**src/rtl/mem_pkg.sv**
```systemverilog
// Shared encodings for the memory access unit: access sizes, FSM states and
// the alignment rule applied at request acceptance.
package mem_pkg;

  localparam logic [1:0] SIZE_BYTE = 2'b00;
  localparam logic [1:0] SIZE_HALF = 2'b01;
  localparam logic [1:0] SIZE_WORD = 2'b10;
  localparam logic [1:0] SIZE_ILL  = 2'b11;

  typedef enum logic [1:0] {
    ST_IDLE   = 2'd0,
    ST_ACCESS = 2'd1,
    ST_DONE   = 2'd2
  } state_e;

  // Illegal size or a halfword/word not naturally aligned is rejected up front.
  function automatic logic is_bad_access(input logic [1:0] size, input logic [1:0] addr_lo);
    logic bad;
    case (size)
      SIZE_BYTE: bad = 1'b0;
      SIZE_HALF: bad = addr_lo[0];
      SIZE_WORD: bad = (addr_lo != 2'b00);
      default:   bad = 1'b1;
    endcase
    return bad;
  endfunction

endpackage

```
**src/rtl/load_extend.sv**
```systemverilog
// Right-justified load data extension: byte/halfword zero- or sign-extended,
// words passed through.
module load_extend
  import mem_pkg::*;
(
  input  logic [1:0]  size_i,
  input  logic        signed_i,
  input  logic [31:0] raw_i,
  output logic [31:0] data_o
);

  always_comb begin
    data_o = raw_i;
    case (size_i)
      SIZE_BYTE: data_o = {{24{signed_i & raw_i[7]}}, raw_i[7:0]};
      SIZE_HALF: data_o = {{16{signed_i & raw_i[15]}}, raw_i[15:0]};
      default:   data_o = raw_i;
    endcase
  end

endmodule

```
**src/rtl/mem_access_unit.sv**
```systemverilog
// Load/store sequencer between the pipeline and a RAM responder: latches a
// request, holds mem_enable for WAIT_CYCLES cycles, then pulses a response.
//
// state     | meaning
// ST_IDLE   | ready for a request
// ST_ACCESS | mem_enable held, wait counter running down
// ST_DONE   | one-cycle response pulse
module mem_access_unit
  import mem_pkg::*;
#(
  parameter int unsigned WAIT_CYCLES = 1,
  parameter int unsigned ADDR_W      = 8
) (
  input  logic              clk,
  input  logic              rst_n,
  input  logic              req_valid,
  output logic              req_ready,
  input  logic              req_write,
  input  logic [1:0]        req_size,
  input  logic              req_signed,
  input  logic [ADDR_W-1:0] req_addr,
  input  logic [31:0]       req_wdata,
  output logic              rsp_valid,
  output logic [31:0]       rsp_rdata,
  output logic              rsp_fault,
  output logic              mem_enable,
  output logic              mem_rw,
  output logic [ADDR_W-1:0] mem_addr,
  output logic [1:0]        mem_size,
  output logic [31:0]       mem_wdata,
  input  logic [31:0]       mem_rdata
);

  localparam logic [3:0] CNT_INIT = 4'(WAIT_CYCLES - 1);

  state_e            state_q;
  logic [3:0]        cnt_q;
  logic              write_q;
  logic              signed_q;
  logic [1:0]        size_q;
  logic [ADDR_W-1:0] addr_q;
  logic [31:0]       wdata_q;
  logic              ready_q;
  logic              enable_q;
  logic              rsp_valid_q;
  logic              rsp_fault_q;
  logic [31:0]       rsp_rdata_q;
  logic [31:0]       ext_data;

  load_extend u_load_extend (
    .size_i   (size_q),
    .signed_i (signed_q),
    .raw_i    (mem_rdata),
    .data_o   (ext_data)
  );

  always_ff @(posedge clk or negedge rst_n) begin
    if (!rst_n) begin
      state_q     <= ST_IDLE;
      cnt_q       <= '0;
      write_q     <= 1'b0;
      signed_q    <= 1'b0;
      size_q      <= '0;
      addr_q      <= '0;
      wdata_q     <= '0;
      ready_q     <= 1'b1;
      enable_q    <= 1'b0;
      rsp_valid_q <= 1'b0;
      rsp_fault_q <= 1'b0;
      rsp_rdata_q <= '0;
    end else begin
      case (state_q)
        ST_IDLE: begin
          if (req_valid) begin
            write_q  <= req_write;
            signed_q <= req_signed;
            size_q   <= req_size;
            addr_q   <= req_addr;
            wdata_q  <= req_wdata;
            ready_q  <= 1'b0;
            if (is_bad_access(req_size, req_addr[1:0])) begin
              state_q     <= ST_DONE;
              rsp_valid_q <= 1'b1;
              rsp_fault_q <= 1'b1;
              rsp_rdata_q <= '0;
            end else begin
              state_q  <= ST_ACCESS;
              enable_q <= 1'b1;
              cnt_q    <= CNT_INIT;
            end
          end
        end
        ST_ACCESS: begin
          if (cnt_q == 4'd0) begin
            state_q     <= ST_DONE;
            enable_q    <= 1'b0;
            rsp_valid_q <= 1'b1;
            rsp_fault_q <= 1'b0;
            rsp_rdata_q <= write_q ? 32'd0 : ext_data;
          end else begin
            cnt_q <= cnt_q - 4'd1;
          end
        end
        ST_DONE: begin
          state_q     <= ST_IDLE;
          ready_q     <= 1'b1;
          rsp_valid_q <= 1'b0;
          rsp_fault_q <= 1'b0;
          rsp_rdata_q <= '0;
        end
        default: begin
          state_q  <= ST_IDLE;
          ready_q  <= 1'b1;
          enable_q <= 1'b0;
        end
      endcase
    end
  end

  assign req_ready  = ready_q;
  assign rsp_valid  = rsp_valid_q;
  assign rsp_rdata  = rsp_rdata_q;
  assign rsp_fault  = rsp_fault_q;
  assign mem_enable = enable_q;
  // Gating with enable keeps mem_rw low outside ACCESS without extra state.
  assign mem_rw     = enable_q & write_q;
  assign mem_addr   = addr_q;
  assign mem_size   = size_q;
  assign mem_wdata  = wdata_q;

endmodule

```
**config.mk**
```make
export PLATFORM = sky130hd
export DESIGN_NAME = mem_access_unit
export DESIGN_NICKNAME = d
export VERILOG_FILES = /design/src/rtl/mem_pkg.sv /design/src/rtl/load_extend.sv /design/src/rtl/mem_access_unit.sv
export SDC_FILE = /design/constraint.sdc
export NUM_CORES = 1
export LEC_CHECK = 0
export CORE_MARGIN = 2
export CORE_UTILIZATION = 39
export DETAILED_ROUTE_END_ITERATION = 10
export PLACE_DENSITY = 0.73
export SLEW_MARGIN = 10
export SYNTH_ARGS = -nofsm -noshare
export SYNTH_HDL_FRONTEND = slang
export SYNTH_SLANG_ARGS = --single-unit
```
**constraint.sdc**
```tcl
create_clock -name clk -period 1.8 [get_ports clk]
set_clock_uncertainty 0.05 [all_clocks]
set_input_delay 0.36 -clock clk [delete_from_list [all_inputs] [get_ports clk]]
set_output_delay 0.36 -clock clk [all_outputs]
set_load 0.005 [all_outputs]
```
; Yosys cells after proc, flatten, opt, wreduce, memory -nomap -nowiden
; Cells that the tools add are included.
[word_totals]
output_inout_bits = 79
reg_bits = 86
input_bits = 79
elab_cells = 69
[classes]
bitwise = 5
add_sub_neg = 1
muxes = 28
reduce_logical = 13
eq_ne = 10
[op_table]
columns = operator, count
row1 = two-way mux 32 bit, 4
row2 = one-hot mux 32 bit (3 select lines), 1
row3 = one-hot mux 32 bit (2 select lines), 1
row4 = two-way mux 4 bit, 3
row5 = one-hot mux 1 bit (3 select lines), 4
row6 = AND reduction 4 bit, 3
row7 = "!= test 2 bit, second input constant", 5
row8 = two-way mux 1 bit, 9
row9 = one-hot mux 4 bit (2 select lines), 1
row10 = "== test 2 x 1 -> 1 bit, second input constant", 3
row11 = logical NOT 2 bit, 3
row12 = two-way mux 2 bit, 3
row13 = AND reduction 2 bit, 3
row14 = "== test 2 bit, second input constant", 2
row15 = logical NOT 4 bit, 1
row16 = one-hot mux 2 bit (2 select lines), 1
row17 = nonzero test 2 bit, 2
row18 = "subtractor 4 x 1 -> 4 bit, second input constant", 1
row19 = bitwise AND 1 bit, 3
row20 = nonzero test 3 bit, 1
row21 = NOT 1 bit, 2
row22 = one-hot mux 1 bit (2 select lines), 1

; Longest topological paths before layout
; Gate-level depths: netlist of the first run.
[depth]
ltp_word = 7
ltp_mapped = 8
mapped_depth_nobuf = 6

; Cells and area by module
; A second synthesis of the first run with hierarchy kept.
[unflattened]
hier_cells = 354
area_unflattened_um2 = 4026.4
[modules_own_cells]
columns = mod, instances, seq_area_each_um2, area_per_inst_um2, cells_each
row1 = mem_access_unit, 1, 2153.3, 3641.0, 288
row2 = load_extend, 1, 0.0, 385.4, 66

; Worst setup path after synthesis of the first run
; Ideal clock, no wire load.
[synth_timing]
path_type = register to register
start = register state_q[0]
end = register rsp_rdata_q[10] (netlist: rsp_rdata[10])
arrival_ns = 1.643
path_buffers = 2
required_time_ns = 1.625
path_stages_with_launch = 9
setup_ns = 0.125
period_less_slack_ns = 1.818
slack_ns = -0.018
path_cell_list = dfrtp_1 inv_1 ha_1 buf_2 nand2_2 nor3_2 o21ai_4 buf_6 mux2_4
[synth_between]
elab_chain_cells = 3
elab_cells_between_ends = 9
cone_classes = 5 x eq/ne / 1 x mux / 3 x reduce/logical
[synth_lines]
columns = item, line
row1 = start: declaration, mem_access_unit.sv:36  ; state_e state_q;
row2 = start signal: assignment, mem_access_unit.sv:59  ; state_q <= ST_IDLE;
row3 = start signal: assignment, mem_access_unit.sv:82  ; state_q <= ST_DONE;
row4 = start signal: assignment, mem_access_unit.sv:87  ; state_q <= ST_ACCESS;
row5 = "== test 2 x 1 -> 1 bit, or another cell as far along", mem_access_unit.sv:72  ; case (state_q)
row6 = != test 2 bit (no source line) or nonzero test 3 bit (tied branches), -
row7 = AND reduction 4 bit (no source line), -
row8 = end signal: assignment, mem_access_unit.sv:99  ; rsp_rdata_q <= write_q ? 32'd0 : ext_data;
row9 = end: declaration, mem_access_unit.sv:47  ; logic [31:0] rsp_rdata_q;
; Several ways; a longest one is shown, not always the timed one.
; A chain may end at the register's enable or synchronous reset.

; Worst setup path after layout of the first run
[layout_timing]
start = register cnt_q[1]
end = register rsp_rdata_q[19] (netlist: rsp_rdata[19])
[layout_between]
elab_chain_cells = 3
[layout_lines]
columns = item, line
row1 = start: declaration, mem_access_unit.sv:37  ; logic [3:0] cnt_q;
row2 = start signal: assignment, mem_access_unit.sv:101  ; cnt_q <= cnt_q - 4'd1;
row3 = logical NOT 4 bit, mem_access_unit.sv:94  ; if (cnt_q == 4'd0) begin
row4 = != test 2 bit (no source line), -
row5 = AND reduction 4 bit (no source line), -
; Every way passes these cells.

==> results of run 1 <==
[logic make-up (layout without fill, tap and decap cells)]
kind of cell,count (synthesis),after routing,share of synthesized area (%)
AND/OR/NAND/NOR,31,31,4.67
flip-flops,86,86,55.1
AO/OA/AOI/OAI,51,51,8.54
adder cells (fa/ha/maj),5,5,1.60
buffers and inverters,48,248,5.44
multiplexers,80,80,24.7
[timing repair]
action / CTS / global route
buffers inserted: 3 / 7
endpoints found under the hold margin: 33 / 0
hold buffers: 1 / 0
cloned: 0 / 3
gates resized for setup: 11 / 19
endpoints found under the setup margin: 36 / 31
pin swaps: 0 / 2
[critical path, delay by kind of cell, from the launching register on]
kind / cells / cell delay [ns]
compound gates: 2 / 0.39
fa+ha+maj: 1 / 0.13
buf+inv: 4 / 0.42
flops: 1 / 0.40
mux: 1 / 0.29
[synthesized netlist by cell type, types with 2 or more instances]
cell / n / area share (%)
a211o_1: 2 / 0.45
nor4b_1: 2 / 0.45
nand2b_1: 3 / 0.48
a21oi_1: 26 / 3.3
mux2i_1: 11 / 2.8
o22ai_1: 2 / 0.32
nor2_1: 2 / 0.19
mux2_4: 21 / 8.1
inv_1: 32 / 3.1
mux2_2: 32 / 9.2
ha_1: 5 / 1.6
o21ai_0: 11 / 1.4
nor3_2: 2 / 0.51
dfrtp_1: 85 / 54
nor2b_1: 3 / 0.48
buf_6: 3 / 0.86
buf_2: 8 / 1.0
mux2_1: 16 / 4.6
clkbuf_1: 4 / 0.38
nand2_1: 10 / 0.96
nor3_1: 3 / 0.38
[where the power goes]
part | internal (µW) | leakage (µW) | switching (µW)
Clock | 926 | 0.000120 | 705
Combinational | 3260 | 0.00168 | 1800
Sequential | 2720 | 0.00108 | 480
[how the worst min path moves through the flow]
| stage | to |
|---|---|
| finish | mem_size[0] |
| detailed placement | rsp_rdata[9] |
| global placement | rsp_rdata[10] |
| CTS | rsp_rdata[15] |
| global route | mem_size[0] |
| floorplan | cnt_q[0] |
[layout make-up]
| cell class | count | share of cell area (%) |
|---|---|---|
| repair buffers | 200 | 32.1 |
| flip-flops and latches | 86 | 34.0 |
| clock inverters | 7 | 1.90 |
| clock buffers | 9 | 1.95 |
| well taps | 133 | 2.63 |
| multi-input cells | 167 | 25.5 |
| inverters | 32 | 1.90 |
[registers in the layout, summed over array words and instances, names as in the netlist, 2 cells and up]
name / count
mem_size: 2
state_q: 2
cnt_q: 4
mem_wdata: 32
mem_addr: 8
rsp_rdata: 32
[layer usage]
metal	share of wire, %	GRT usage (%)
met1	43	22.6
met2	47	28.4
met3	8.8	6.95
met4	1.8	6.37
met5	0	0
[per-stage QoR]
| step | util (%) | hold WS [ns] | setup TNS, ns |
|---|---|---|---|
| after floorplan | - | 0.0144 | 0 |
| after CTS | 63.0 | 0.449 | -0.00473 |
| after detailed placement | 59.9 | 0.299 | -16.18 |
| after global placement | 59.9 | 0.298 | -13.43 |
| after global routing | 64.8 | 0.437 | -0.960 |
| final | 64.8 | 0.438 | 0 |
==> results.cfg, run 1 <==
[hold_path]
hold_path_depth = 2
holdCritStartpoint = req_size[0]
min_path_type = input port to flip-flop

[routing]
totalWireLength_um = 9650
first_iter_violations = 112
drc_errors = 0
ant_nets = 0
firstDrtPassIters = 5
via_count = 3034
wire_per_inst_um = 15.2
vias_per_cell = 4.79

[worst_setup_path]
slowest_stage = dfrtp_1
crit_type = flip-flop to flip-flop
rrSetupSlack_ns = 0.002
crit_top_cell = inv_2
path_cells = inv_2, ha_4, inv_2, o31ai_4, o21ai_4, buf_6, clkbuf_16, mux2_4
critPathArrivalTime_ns = 1.99
critPathRequiredTime_ns = 1.99
setup.worst_path.end = rsp_rdata[19]
critPathLaunchType = flip-flop
r2r-end = rsp_rdata[19]
worstSetupStartpoint = cnt_q[1]
max_stage_delay_ns = 0.40
crit_path_max_fanout = 5
worstReg2RegStart = cnt_q[1]
reg2reg_depth = 8
critPathCaptureType = flip-flop

[die]
die_w_um = 104
fp-row-count = 36
die_area_um2 = 10800
coreArea_um2 = 9770
start_util_pct = 40.0
num_io_pins = 158
fp.dieH_um = 104

[layout]
final_cell_mix = clkdlybuf4s50_1, dfrtp_1, mux2_2
fin_cells = 634
multi_input_area_um2 = 1610
fillers = 765
final_common_cell = clkdlybuf4s50_1
insertedDiodeCount = 0
syn_to_final_growth_pct = 62.0
finalInstanceArea_um2 = 6340
ff_latch_area_um2 = 2160
drive_gt1_share_pct = 26.9
final_nets = 580

[status]
outcome = complete, no violations

[synth]
yosysUniqueCellTypes = 39
seq_area_frac_synth_pct = 55.1
synth.avg_cell_area_um2 = 13.0
ys_seq_elements = 86
synth_cells = 301
synth_edf_count = 0
netlist_area_um2 = 3910
yosys_warnings = 0
synthFlopType = dfrtp_1
syn-num-nets = 385
async_flop_share_pct = 100

[grt]
grt-ovfl-total = 0
grt_pass1_vias = 3163
grt_max_degree = 36
grt_pass1_wl_um = 15600
track_usage_pct = 18.0
antenna_found_initial = 0

[placed_design]
port_buffers = 157
placed_cells = 605
placedInstanceArea_um2 = 5860
place_ws_ns = -0.430
place_congestion = 0.754
dp_hpwl_um = 7070

[timing]
clock.fmax_mhz = 556
layout_setup_ws_ns = 0.00205
worstMarginPinSlew_ns = 0.490
final.period_utilization_pct = 99.9
finalCriticalPeriod_ns = 1.80
rsz0062_at_grt = true
slew_headroom_pct = 67.3
maxSlewViolCount = 0
finalHoldViolations = 0
final-setup-viol-count = 0

[power_and_ir_drop]
leakage_uw = 0.00289
ir_worst_vdd_mv = 0.719
powerDensity_nw_per_um2 = 1560
power.total_uw = 9900

[cts]
clockRootBuffer = clkbuf_8
cts_tree = done
numCtsBuffers = 9
clkTransAtPathRegs_ns = 0.08
clk_latency_ns = 0.35
clock_sinks = 86
clk_path_buf_depth = 2
cts_htree_levels = 3

[job]
cap_violations = 0
Note: power is estimated with default switching activity, not from simulation.
==> run 2: changes to the inputs <==
Settings changed: CAP_MARGIN from default to 40, CORE_MARGIN 2 to 3, CORE_UTILIZATION 39 to 32, PLACE_DENSITY 0.73 to 0.62.
==> run 2 against run 1 <==
- the run now ends with negative setup slack left
- utilization fell by 10 points
- cell area rose by 0.38%
- first-iteration DRC count rose by 41%
- sequential share of layout area fell by 0.15 points
- count of clock-buffer cells in the layout rose by 7
- non-clock buffer count fell by 4
- critical path type unchanged
- critical endpoint is now rsp_rdata[27]
- largest cell class unchanged
==> results.cfg, run 2 (synthesized netlist as in run 1, its figures left out) <==
[routing]
via_count = 3012
wire_per_inst_um = 16.2
ant_nets = 0
firstDrtPassIters = 4
drc_errors = 0
totalWireLength_um = 10300
vias_per_cell = 4.71
first_iter_violations = 158

[placed_design]
port_buffers = 157
dp_hpwl_um = 7480
place_ws_ns = -0.373
place_congestion = 0.752

[cts]
clkTransAtPathRegs_ns = 0.06
cts_tree = done
clk_latency_ns = 0.33
clk_path_buf_depth = 2
cts_htree_levels = 3
clockRootBuffer = clkbuf_16
clock_sinks = 86
numCtsBuffers = 9

[hold_path]
hold-path-endpoint = mem_addr[1]
holdCritStartpoint = req_addr[1]
hold_path_depth = 2
min_path_type = input port to flip-flop

[power_and_ir_drop]
power.total_uw = 9940
ir_worst_vdd_mv = 0.807
leakage_uw = 0.00293
powerDensity_nw_per_um2 = 1560

[worst_setup_path]
critPathCaptureType = flip-flop
crit_type = flip-flop to flip-flop
worstReg2RegStart = state_q[0]
critPathRequiredTime_ns = 1.96
rrSetupSlack_ns = -0.02
reg2reg_depth = 6
r2r-end = rsp_rdata[27]
critPathArrivalTime_ns = 1.98
critPathLaunchType = flip-flop
crit_path_max_fanout = 7

[die]
num_io_pins = 158
coreArea_um2 = 11700
start_util_pct = 33.5
fp-row-count = 39
die_area_um2 = 13600
fp.dieH_um = 117
die_w_um = 117

[timing]
slew_headroom_pct = 71.1
clock.fmax_mhz = 548
finalCriticalPeriod_ns = 1.82
final.period_utilization_pct = 101
layout_setup_ws_ns = -0.0246
final-setup-viol-count = 14
maxSlewViolCount = 0
finalHoldViolations = 0
worstMarginPinSlew_ns = 0.433
rsz0062_at_grt = true

[job]
cap_violations = 0

[grt]
grt_pass1_vias = 3187
antenna_found_initial = 0
track_usage_pct = 14.9
grt_max_degree = 34
grt_pass1_wl_um = 15800
grt-ovfl-total = 0

[layout]
syn_to_final_growth_pct = 62.6
insertedDiodeCount = 0
final_common_cell = clkdlybuf4s50_1
drive_gt1_share_pct = 25.8
final_nets = 576
final_cell_mix = clkdlybuf4s50_1, dfrtp_1, mux2_2

[status]
violations = negative setup slack
outcome = finished with violations
[run 2: worst max path at each step]
| stage | start | end | slack (ns) | cells after the start |
|---|---|---|---|---|
| floorplan | state_q[0] | rsp_rdata[10] | 0.01 | 8 |
| global placement | req_size[0] | rsp_rdata[31] | -0.32 | 6 |
| detailed placement | req_size[0] | rsp_rdata[29] | -0.37 | 6 |
| CTS | state_q[1] | mem_enable | -0.02 | 6 |
| global route | state_q[1] | rsp_rdata[27] | -0.07 | 6 |
| finish | state_q[0] | rsp_rdata[27] | -0.02 | 6 |
[run 2: repair_timing]
item                                    in CTS  in global routing
gates resized for setup                      2                 27
hold buffers                                 1                  0
pin swaps                                    0                  5
endpoints found under the setup margin      14                 43
endpoints found under the hold margin       28                  0
cloned                                       0                  3
setup buffers                                3                  7
[run 2: final cells by class]
class | instances | area [µm²]
tap | 143 | 179
clock buffer | 16 | 282
multi-input combinational | 167 | 1630
timing repair buffer | 196 | 2000
sequential | 86 | 2150
fill | 1006 | 5300
inverter | 32 | 120
[run 2: metrics by stage]
step           setup TNS (ns)  util (%)  hold WS, ns  area, µm²  cells
2_1_floorplan               0         -       0.0144       3920    301
3_3_place_gp           -12.04      49.9        0.276       5820    610
3_5_place_dp           -15.19      49.9        0.279       5820    610
4_1_cts                -0.139      52.6        0.446       6140    630
5_1_grt                 -1.23      54.5        0.415       6360    640
6_report               -0.155      54.5        0.400       6360    640
[run 2: critical path, stage by stage, from the launching register on]
cell	delay (ns)
dfrtp_1	0.40
inv_2	0.09
ha_4	0.20
nor2b_4	0.13
o21ai_4	0.29
clkbuf_16	0.23
mux2_4	0.30
[run 2: per-layer routing]
layer	vias to the layer above	GRT usage, %	share of wire (%)
met4	0	5.35	1.3
li1	1418	-	-
met5	-	0	0
met3	12	5.18	8.6
met2	115	23.3	46
met1	1467	19.2	44
[run 2: power breakdown]
group	leakage (µW)	total, µW	switching (µW)	internal [µW]
clock	0.000137	1750	697	1050
combinational	0.00170	4980	1850	3130
sequential	0.00109	3210	477	2730
